[src/rtl/bbox_cand_sorter.sv]
// Serializes the hit children of one bbox response as beats sorted near-to-far by entry t.
// The first beat is valid 2 edges after input acceptance, and the input is blocked until the last beat handshakes. Output beats hold steady under stall.
module bbox_cand_sorter #(
  parameter int RID_WIDTH = 16
) (
  input  logic                   clk,
  input  logic                   arst,
  input  logic [RID_WIDTH+194:0] bbox_resp_stream_rsc_dat,
  input  logic                   bbox_resp_stream_rsc_vld,
  output logic                   bbox_resp_stream_rsc_rdy,
  output logic [RID_WIDTH+36:0]  cand_stream_rsc_dat,
  output logic                   cand_stream_rsc_vld,
  input  logic                   cand_stream_rsc_rdy
);

  typedef enum logic [1:0] {IDLE, SORT, EMIT} state_t;

  typedef struct packed {
    logic                 last;
    logic [1:0]           cnt;
    logic [1:0]           idx;
    logic [31:0]          tmin;
    logic [RID_WIDTH-1:0] rid;
  } cand_t;

  state_t               state;
  logic [RID_WIDTH-1:0] rid_q;
  logic [2:0][31:0]     t_q;
  logic [2:0]           hit_q;
  logic [2:0][1:0]      ord_q;
  logic [1:0]           cnt_q;
  logic [1:0]           ptr_q;

  logic [2:0][31:0]     key;
  logic [2:0][1:0]      rank;
  logic [2:0][1:0]      sort_ord;
  logic [1:0]           sort_cnt;
  logic [1:0]           cur_idx;
  logic [31:0]          cur_t;
  cand_t                beat;

  // Exit times are carried by the response format but play no part in ordering.
  logic unused_exit;
  assign unused_exit = ^{bbox_resp_stream_rsc_dat[RID_WIDTH+63:RID_WIDTH+32],
                         bbox_resp_stream_rsc_dat[RID_WIDTH+127:RID_WIDTH+96],
                         bbox_resp_stream_rsc_dat[RID_WIDTH+191:RID_WIDTH+160]};

  // Map float32 to an unsigned key with the same total order (-0 sorts below +0).
  always_comb begin
    for (int i = 0; i < 3; i++) begin
      key[i] = t_q[i][31] ? ~t_q[i] : (t_q[i] ^ 32'h8000_0000);
    end
  end

  // Each hit candidate's slot is the number of hit candidates that must precede it.
  always_comb begin
    sort_ord = '1;
    rank     = '0;
    for (int i = 0; i < 3; i++) begin
      for (int j = 0; j < 3; j++) begin
        if (j != i && hit_q[j] &&
            (key[j] < key[i] || (key[j] == key[i] && j < i))) begin
          rank[i] = rank[i] + 2'd1;
        end
      end
      if (hit_q[i]) begin
        sort_ord[rank[i]] = 2'(i);
      end
    end
    sort_cnt = {1'b0, hit_q[0]} + {1'b0, hit_q[1]} + {1'b0, hit_q[2]};
  end

  always_comb begin
    case (ptr_q)
      2'd0:    cur_idx = ord_q[0];
      2'd1:    cur_idx = ord_q[1];
      default: cur_idx = ord_q[2];
    endcase
    case (cur_idx)
      2'd0:    cur_t = t_q[0];
      2'd1:    cur_t = t_q[1];
      default: cur_t = t_q[2];
    endcase
    beat = '0;
    if (state == EMIT) begin
      beat.rid = rid_q;
      beat.cnt = cnt_q;
      if (cnt_q == 2'd0) begin
        beat.idx  = 2'd3;
        beat.last = 1'b1;
      end else begin
        beat.idx  = cur_idx;
        beat.tmin = cur_t;
        beat.last = (ptr_q == cnt_q - 2'd1);
      end
    end
  end

  assign cand_stream_rsc_dat      = beat;
  assign cand_stream_rsc_vld      = (state == EMIT);
  assign bbox_resp_stream_rsc_rdy = (state == IDLE);

  always_ff @(posedge clk or posedge arst) begin
    if (arst) begin
      state <= IDLE;
      rid_q <= '0;
      t_q   <= '0;
      hit_q <= '0;
      ord_q <= '0;
      cnt_q <= '0;
      ptr_q <= '0;
    end else begin
      case (state)
        IDLE: begin
          if (bbox_resp_stream_rsc_vld) begin
            rid_q <= bbox_resp_stream_rsc_dat[RID_WIDTH-1:0];
            t_q[0] <= bbox_resp_stream_rsc_dat[RID_WIDTH+31:RID_WIDTH];
            t_q[1] <= bbox_resp_stream_rsc_dat[RID_WIDTH+95:RID_WIDTH+64];
            t_q[2] <= bbox_resp_stream_rsc_dat[RID_WIDTH+159:RID_WIDTH+128];
            hit_q <= bbox_resp_stream_rsc_dat[RID_WIDTH+194:RID_WIDTH+192];
            state <= SORT;
          end
        end
        SORT: begin
          ord_q <= sort_ord;
          cnt_q <= sort_cnt;
          ptr_q <= '0;
          state <= EMIT;
        end
        EMIT: begin
          if (cand_stream_rsc_rdy) begin
            if (beat.last) begin
              ptr_q <= '0;
              state <= IDLE;
            end else begin
              ptr_q <= ptr_q + 2'd1;
            end
          end
        end
        default: state <= IDLE;
      endcase
    end
  end

endmodule

[config.mk]
export PLATFORM = sky130hd
export DESIGN_NAME = bbox_cand_sorter
export DESIGN_NICKNAME = d
export VERILOG_FILES = /design/src/rtl/bbox_cand_sorter.sv
export SDC_FILE = /design/constraint.sdc
export NUM_CORES = 1
export LEC_CHECK = 0
export ABC_AREA = 1
export CAP_MARGIN = 10
export CORE_MARGIN = 5
export CORE_UTILIZATION = 53
export CTS_BUF_LIST = sky130_fd_sc_hd__clkbuf_16
export CTS_CLUSTER_DIAMETER = 80
export CTS_CLUSTER_SIZE = 40
export DETAILED_ROUTE_END_ITERATION = 7
export GPL_ROUTABILITY_DRIVEN = 0
export PLACE_DENSITY = 0.95
export REMOVE_ABC_BUFFERS = 1
export SLEW_MARGIN = 25
export SYNTH_ARGS = -nofsm -noshare
export SYNTH_HDL_FRONTEND = slang
export SYNTH_SLANG_ARGS = --single-unit
[constraint.sdc]
create_clock -name clk -period 6 [get_ports clk]
set_clock_uncertainty 0.05 [all_clocks]
set_input_delay 0.9 -clock clk [delete_from_list [all_inputs] [get_ports clk]]
set_output_delay 0.9 -clock clk [all_outputs]
set_load 0.02 [all_outputs]
==> flow_summary.json, run 1 <==
{
  "num_antenna_cells": 0,
  "leakage_nw": 5.95,
  "die_h_um": 142,
  "yosys-top-cells-area": "dfrtp_1, nand2_1, ha_1",
  "tightestPinTransition_ns": 0.850,
  "worst_ep_required_time_ns": 5.05,
  "cts.sink_count": 127,
  "num_vias": 8717,
  "grt_max_degree": 97,
  "dr.pass1.iters": 6,
  "initial_utilization_pct": 53.7,
  "cp-endpoint": "cand_stream_rsc_dat[29]",
  "final_hold_viol_count": 0,
  "r2r-end": "ord_q[3]",
  "grt_util_all_layers_pct": 26.0,
  "synthDistinctLibCells": 39,
  "synth_cells": 1251,
  "cts_resized": 0,
  "drt-initial-drc-count": 619,
  "synth-main-ff-cell": "dfrtp_1",
  "dieArea_um2": 20100,
  "fillers": 1317,
  "yosys_warnings": 0,
  "nets": 1718,
  "status": "complete, no violations",
  "postRouteAntennaNets": 0,
  "synth_top_area_share_pct": 34.5,
  "crit_arrival_ns": 3.90,
  "drv_cap": 0,
  "powerDensity_nw_per_um2": 709,
  "grt_setup_unrepaired": "false",
  "cts_tree": "done",
  "setup_violations": 0,
  "crit_start": "ptr_q[1]",
  "yosysMostFrequentCell": "nand2_1",
  "antenna_found_initial": 0,
  "numCtsBuffers": 17,
  "setup_slack_ns": 1.15,
  "post_cts_buffers": 0,
  "dp_slack_ns": 1.67,
  "ys_async_sr_fraction_pct": 100,
  "rrSetupSlack_ns": 1.94,
  "end_kind": "primary output",
  "finalCritPeriodShare_pct": 80.8,
  "cts_hold_buf": 0,
  "tns_ns": 0,
  "synth_seq_cells": 127,
  "peakVddDrop_mv": 0.313,
  "yosysSeqAreaShare_pct": 34.5,
  "area_growth_syn_to_layout_pct": 26.4,
  "synth.avg_cell_area_um2": 7.37,
  "hold_class": "flop to flop",
  "port_buffers": 173,
  "grt_pass1_vias": 9063,
  "io_pins": 270,
  "post_drt_wl_per_cell_um": 15.8,
  "grt_pass1_wl_mm": 42.5,
  "synth_area_um2": 9220,
  "worstSetupPathType": "flop to primary output",
  "die_w_um": 142,
  "cts_max_path_buffers": 2,
  "r2r-start": "t_q[31]",
  "clk_pin_slew_worst_paths_ns": 0.06,
  "crit_fanout": 34,
  "synth_edf_count": 0,
  "cp-start-kind": "flop",
  "r2r_cells": 15,
  "slew_headroom_pct": 43.3,
  "post-dp-hpwl_mm": 18.6,
  "yosys.area.top_type": "dfrtp_1",
  "fmax_mhz": 206,
  "placementRows": 48,
  "root_buffer": "clkbuf_16",
  "vias_per_cell": 5.32,
  "drt-total-wl_mm": 25.9,
  "maxSlewViolCount": 0,
  "clk_latency_ns": 0.43,
  "synthTopCellsByCount": "nand2_1, inv_1, dfrtp_1",
  "cts_max_level": 4,
  "drive_above_1_share_pct": 4.88,
  "gr-total-overflow": 0,
  "drc": 0,
  "min_period_ns": 4.85,
  "placeableCoreArea_um2": 17200
}
[cells by family after synthesis]
group | count (synthesis) | synth area share, %
xor+xnor | 88 | 8.36
compound gates | 153 | 9.54
buf+inv | 194 | 8.43
simple gates | 588 | 25.4
flops | 127 | 34.5
fa+ha+maj | 101 | 13.8
[sequential cells by signal, indices dropped and copies added, names as in the netlist]
register  cells
t_q          96
rid_q        16
ord_q         6
hit_q         3
cnt_q         2
ptr_q         2
state         2
[critical path, cell delays in order (launching register included)]
cell             delay (ns)
dfrtp_1                0.38
inv_1                  0.08
ha_1                   0.22
a22o_1                 0.25
a21oi_4                0.20
inv_2                  0.35
nor2_2                 0.60
buf_4                  0.38
nand2_1                0.13
o211ai_1               0.12
nand2_1                0.09
inv_1                  0.06
clkdlybuf4s50_1        0.59
[layout make-up]
class                      count  area (µm²)  share of cell area, %
clock buffer                  17         425                   3.65
clock inverter                15         148                   1.27
inverter                     143         547                   4.69
multi-input combinational    930        5270                   45.2
sequential                   127        3180                   27.3
tap                          225         282                   2.41
timing repair buffer         183        1810                   15.5
[power breakdown]
part	leakage, nW	internal, mW	switching [mW]
Clock	0.264	0.607	0.408
Combinational	4.13	2.19	3.34
Sequential	1.56	1.26	0.462
[worst min path at each step]
stage                to  startpoint  slack, ns  depth (start not counted)
3_5_place_dp   ord_q[2]    ord_q[2]       0.44                          2
3_3_place_gp   ord_q[3]    ord_q[3]       0.43                          2
5_1_grt        ord_q[2]    ord_q[2]       0.49                          2
4_1_cts        ord_q[2]    ord_q[2]       0.45                          2
2_1_floorplan  ord_q[0]    ord_q[0]       0.40                          2
6_report       ord_q[2]    ord_q[2]       0.45                          2
[placed cells by master, fill, tap and decap left out, types with 3 or more instances in the layout]
cell type        count
clkbuf_16           17
nand2_1            490
a211oi_1             3
buf_4               10
nand3_1             21
clkinvlp_4           6
inv_1              134
nor4_1               3
o21bai_1             3
a21oi_1             52
nor2_2               4
dfrtp_1            125
nor3_1               8
xor2_1              31
ha_1               100
nand4_1              9
clkdlybuf4s50_1    173
nor2_1              38
o21a_1               5
xnor2_1             57
o22ai_1              3
o211ai_1            18
nand2_2              8
inv_2                6
clkinv_1             3
o21ai_0             62
[per-stage QoR]
stage | cell area [µm²] | total power, mW | utilization [%] | hold WS (ns) | std cells
global route | 11700 | 9.10 | 67.9 | 0.495 | 1640
global placement | 11100 | 6.78 | 64.5 | 0.428 | 1608
finish | 11700 | 8.27 | 67.9 | 0.451 | 1640
floorplan | 8980 | 5.52 | - | 0.404 | 1200
CTS | 11700 | 8.21 | 67.9 | 0.449 | 1640
detailed placement | 11100 | 7.10 | 64.5 | 0.435 | 1608
[routing by layer]
metal  GRT usage, %  up-vias  wire length [µm]
met5              0        -                 0
met4           9.65        0               794
met3           5.12       68              1740
met2           46.0      318             13000
met1           31.3     4093             10400
li1               -     4238                 -
Power figures use the tool's default switching activity.
==> run 2: changes to the inputs <==
--- a/config.mk
+++ b/config.mk
@@ -8,13 +8,13 @@
 export ABC_AREA = 1
 export CAP_MARGIN = 10
 export CORE_MARGIN = 5
-export CORE_UTILIZATION = 53
+export CORE_UTILIZATION = 49
 export CTS_BUF_LIST = sky130_fd_sc_hd__clkbuf_16
 export CTS_CLUSTER_DIAMETER = 80
 export CTS_CLUSTER_SIZE = 40
 export DETAILED_ROUTE_END_ITERATION = 7
 export GPL_ROUTABILITY_DRIVEN = 0
-export PLACE_DENSITY = 0.95
+export PLACE_DENSITY = 0.91
 export REMOVE_ABC_BUFFERS = 1
 export SLEW_MARGIN = 25
 export SYNTH_ARGS = -nofsm -noshare
==> constraint.sdc (replaced) <==
create_clock -name clk -period 4.5 [get_ports clk]
set_clock_uncertainty 0.05 [all_clocks]
set_input_delay 0.675 -clock clk [delete_from_list [all_inputs] [get_ports clk]]
set_output_delay 0.675 -clock clk [all_outputs]
set_load 0.02 [all_outputs]
==> flow_summary.json, run 2 (same netlist as run 1, synthesis figures left out) <==
{
  "num_vias": 8700,
  "port_buffers": 173,
  "final_core_util_pct": 62.8,
  "die_h_um": 147,
  "cts_hold_buf": 0,
  "p_sw_mw": 5.62,
  "slew_headroom_pct": 46.4,
  "power_frac_seq_pct": 20.6,
  "post-dp-hpwl_mm": 18.8,
  "setup_slack_ns": 0.263,
  "cts_max_path_buffers": 2,
  "most-common-layout-cells": "nand2_1, clkdlybuf4s50_1, inv_1",
  "peakVddDrop_mv": 0.346,
  "dieArea_um2": 21700,
  "largestRegisters": "t_q x96, rid_q x16, ord_q x6",
  "hold_slack_ns": 0.445,
  "dp_slack_ns": 0.768,
  "tns_ns": 0,
  "powerDensity_nw_per_um2": 945,
  "cts_resized": 0,
  "numCtsBuffers": 17,
  "placementRows": 50,
  "largest_register_ffs": 96,
  "crit_arrival_ns": 3.51,
  "clk_latency_ns": 0.42,
  "grt_max_degree": 76,
  "drc": 0,
  "dp.cells": 1619,
  "worstSetupPathType": "flop to primary output",
  "grt_pass1_vias": 9284,
  "rrSetupSlack_ns": 0.80,
  "drt-total-wl_mm": 26.1,
  "hold_depth": 2,
  "dr.pass1.iters": 5,
  "antenna_found_initial": 0,
  "post_drt_wl_per_cell_um": 15.8,
  "postRouteAntennaNets": 0,
  "final_hold_viol_count": 0,
  "fillers": 1541,
  "cp-start-kind": "flop",
  "regMostFlops": "t_q",
  "r2r_cells": 14,
  "grt_pass1_wl_mm": 44.1,
  "switching_share_pct": 50.8,
  "finalCritPeriodShare_pct": 94.2,
  "area_growth_syn_to_layout_pct": 27.0,
  "worst_ep_required_time_ns": 3.77,
  "pwr-share-comb_pct": 67.2,
  "io_pins": 270,
  "min_period_ns": 4.24,
  "initial_utilization_pct": 49.5,
  "leakage_nw": 5.99,
  "grt_util_all_layers_pct": 24.8,
  "nets": 1720,
  "drive_above_1_share_pct": 5.08,
  "root_buffer": "clkbuf_16",
  "layout_commonest_cell": "nand2_1",
  "setup_violations": 0,
  "end_kind": "primary output",
  "vias_per_cell": 5.27,
  "p_clk_share_pct": 12.2,
  "hold_class": "flop to flop",
  "num_antenna_cells": 0,
  "cts_tree": "done",
  "gr-total-overflow": 0,
  "crit_fanout": 34,
  "cts_max_level": 4,
  "cts.sink_count": 127,
  "final_cells": 1651,
  "drt-initial-drc-count": 629,
  "fmax_mhz": 236,
  "tightestPinTransition_ns": 0.804,
  "die_w_um": 147,
  "placeableCoreArea_um2": 18600,
  "maxSlewViolCount": 0,
  "drv_cap": 0,
  "post_cts_buffers": 0,
  "status": "complete, no violations",
  "grt_setup_unrepaired": "false",
  "clk_pin_slew_worst_paths_ns": 0.06,
  "p_int_mw": 5.45
}
run 2: cell count changes in the layout (fill, tap and decap cells not counted), sizes merged:
cell	delta
clkinvlp	-5
buf	+2
clkinv	+5
run 2: area by class of cell:
cell class              instances  area, µm²  area share, %
flip-flops and latches        127       3180           27.2
well taps                     234        293           2.50
repair buffers                185       1850           15.8
clock inverters                15        148           1.26
multi-input cells             930       5270           45.0
clock buffers                  17        425           3.63
inverters                     143        544           4.65
run 2: stage by stage:
stage               power (mW)  cell area (µm²)
global route              12.2            11700
detailed placement        9.50            11100
CTS                       11.0            11700
floorplan                 7.36             8980
global placement          9.06            11100
finish                    11.1            11700
run 2: path summary, 6_finish.rpt:
path / to / start
worst max-delay path: cand_stream_rsc_dat[42] / ptr_q[0]
worst min-delay path: ord_q[1] / ord_q[1]
worst max register to register: ord_q[3] / t_q[95]
worst min register to register: ord_q[1] / ord_q[1]
max in group asynchronous: t_q[70] / arst
min in group asynchronous: rid_q[12] / arst
run 2: critical path, stage by stage, from the launching register on:
cell and delay (ns):
dfrtp_1 0.38, inv_1 0.10, ha_1 0.24, a22o_1 0.21, a21oi_4 0.21, inv_2 0.35
nor2_2 0.16, buf_4 0.38, nand2_1 0.12, o211ai_1 0.13, nand2_1 0.10, inv_1 0.07
clkdlybuf4s50_1 0.60
run 2: power groups by stage:
stage               clock, mW  combinational [mW]  sequential, mW
floorplan                   0                5.17            2.19
finish                   1.35                7.44            2.27
CTS                      1.36                7.37            2.27
detailed placement          0                7.22            2.28
global route             1.42                8.46            2.35
global placement            0                6.81            2.25
run 2: per-layer routing:
layer | track usage (%) | vias to the layer above | wire length [µm]
met5 | 0 | - | 0
met4 | 10.6 | 0 | 757
met3 | 4.63 | 74 | 1680
met2 | 44.1 | 315 | 13100
met1 | 29.4 | 4057 | 10600
li1 | - | 4254 | -
==> run 3: changes to the inputs <==
--- a/config.mk
+++ b/config.mk
@@ -16,7 +16,6 @@
 export GPL_ROUTABILITY_DRIVEN = 0
 export PLACE_DENSITY = 0.91
 export REMOVE_ABC_BUFFERS = 1
-export SLEW_MARGIN = 25
 export SYNTH_ARGS = -nofsm -noshare
 export SYNTH_HDL_FRONTEND = slang
 export SYNTH_SLANG_ARGS = --single-unit
==> results of run 3 <==
No change in the layout: final DEF, timing and power equal those of run 2.
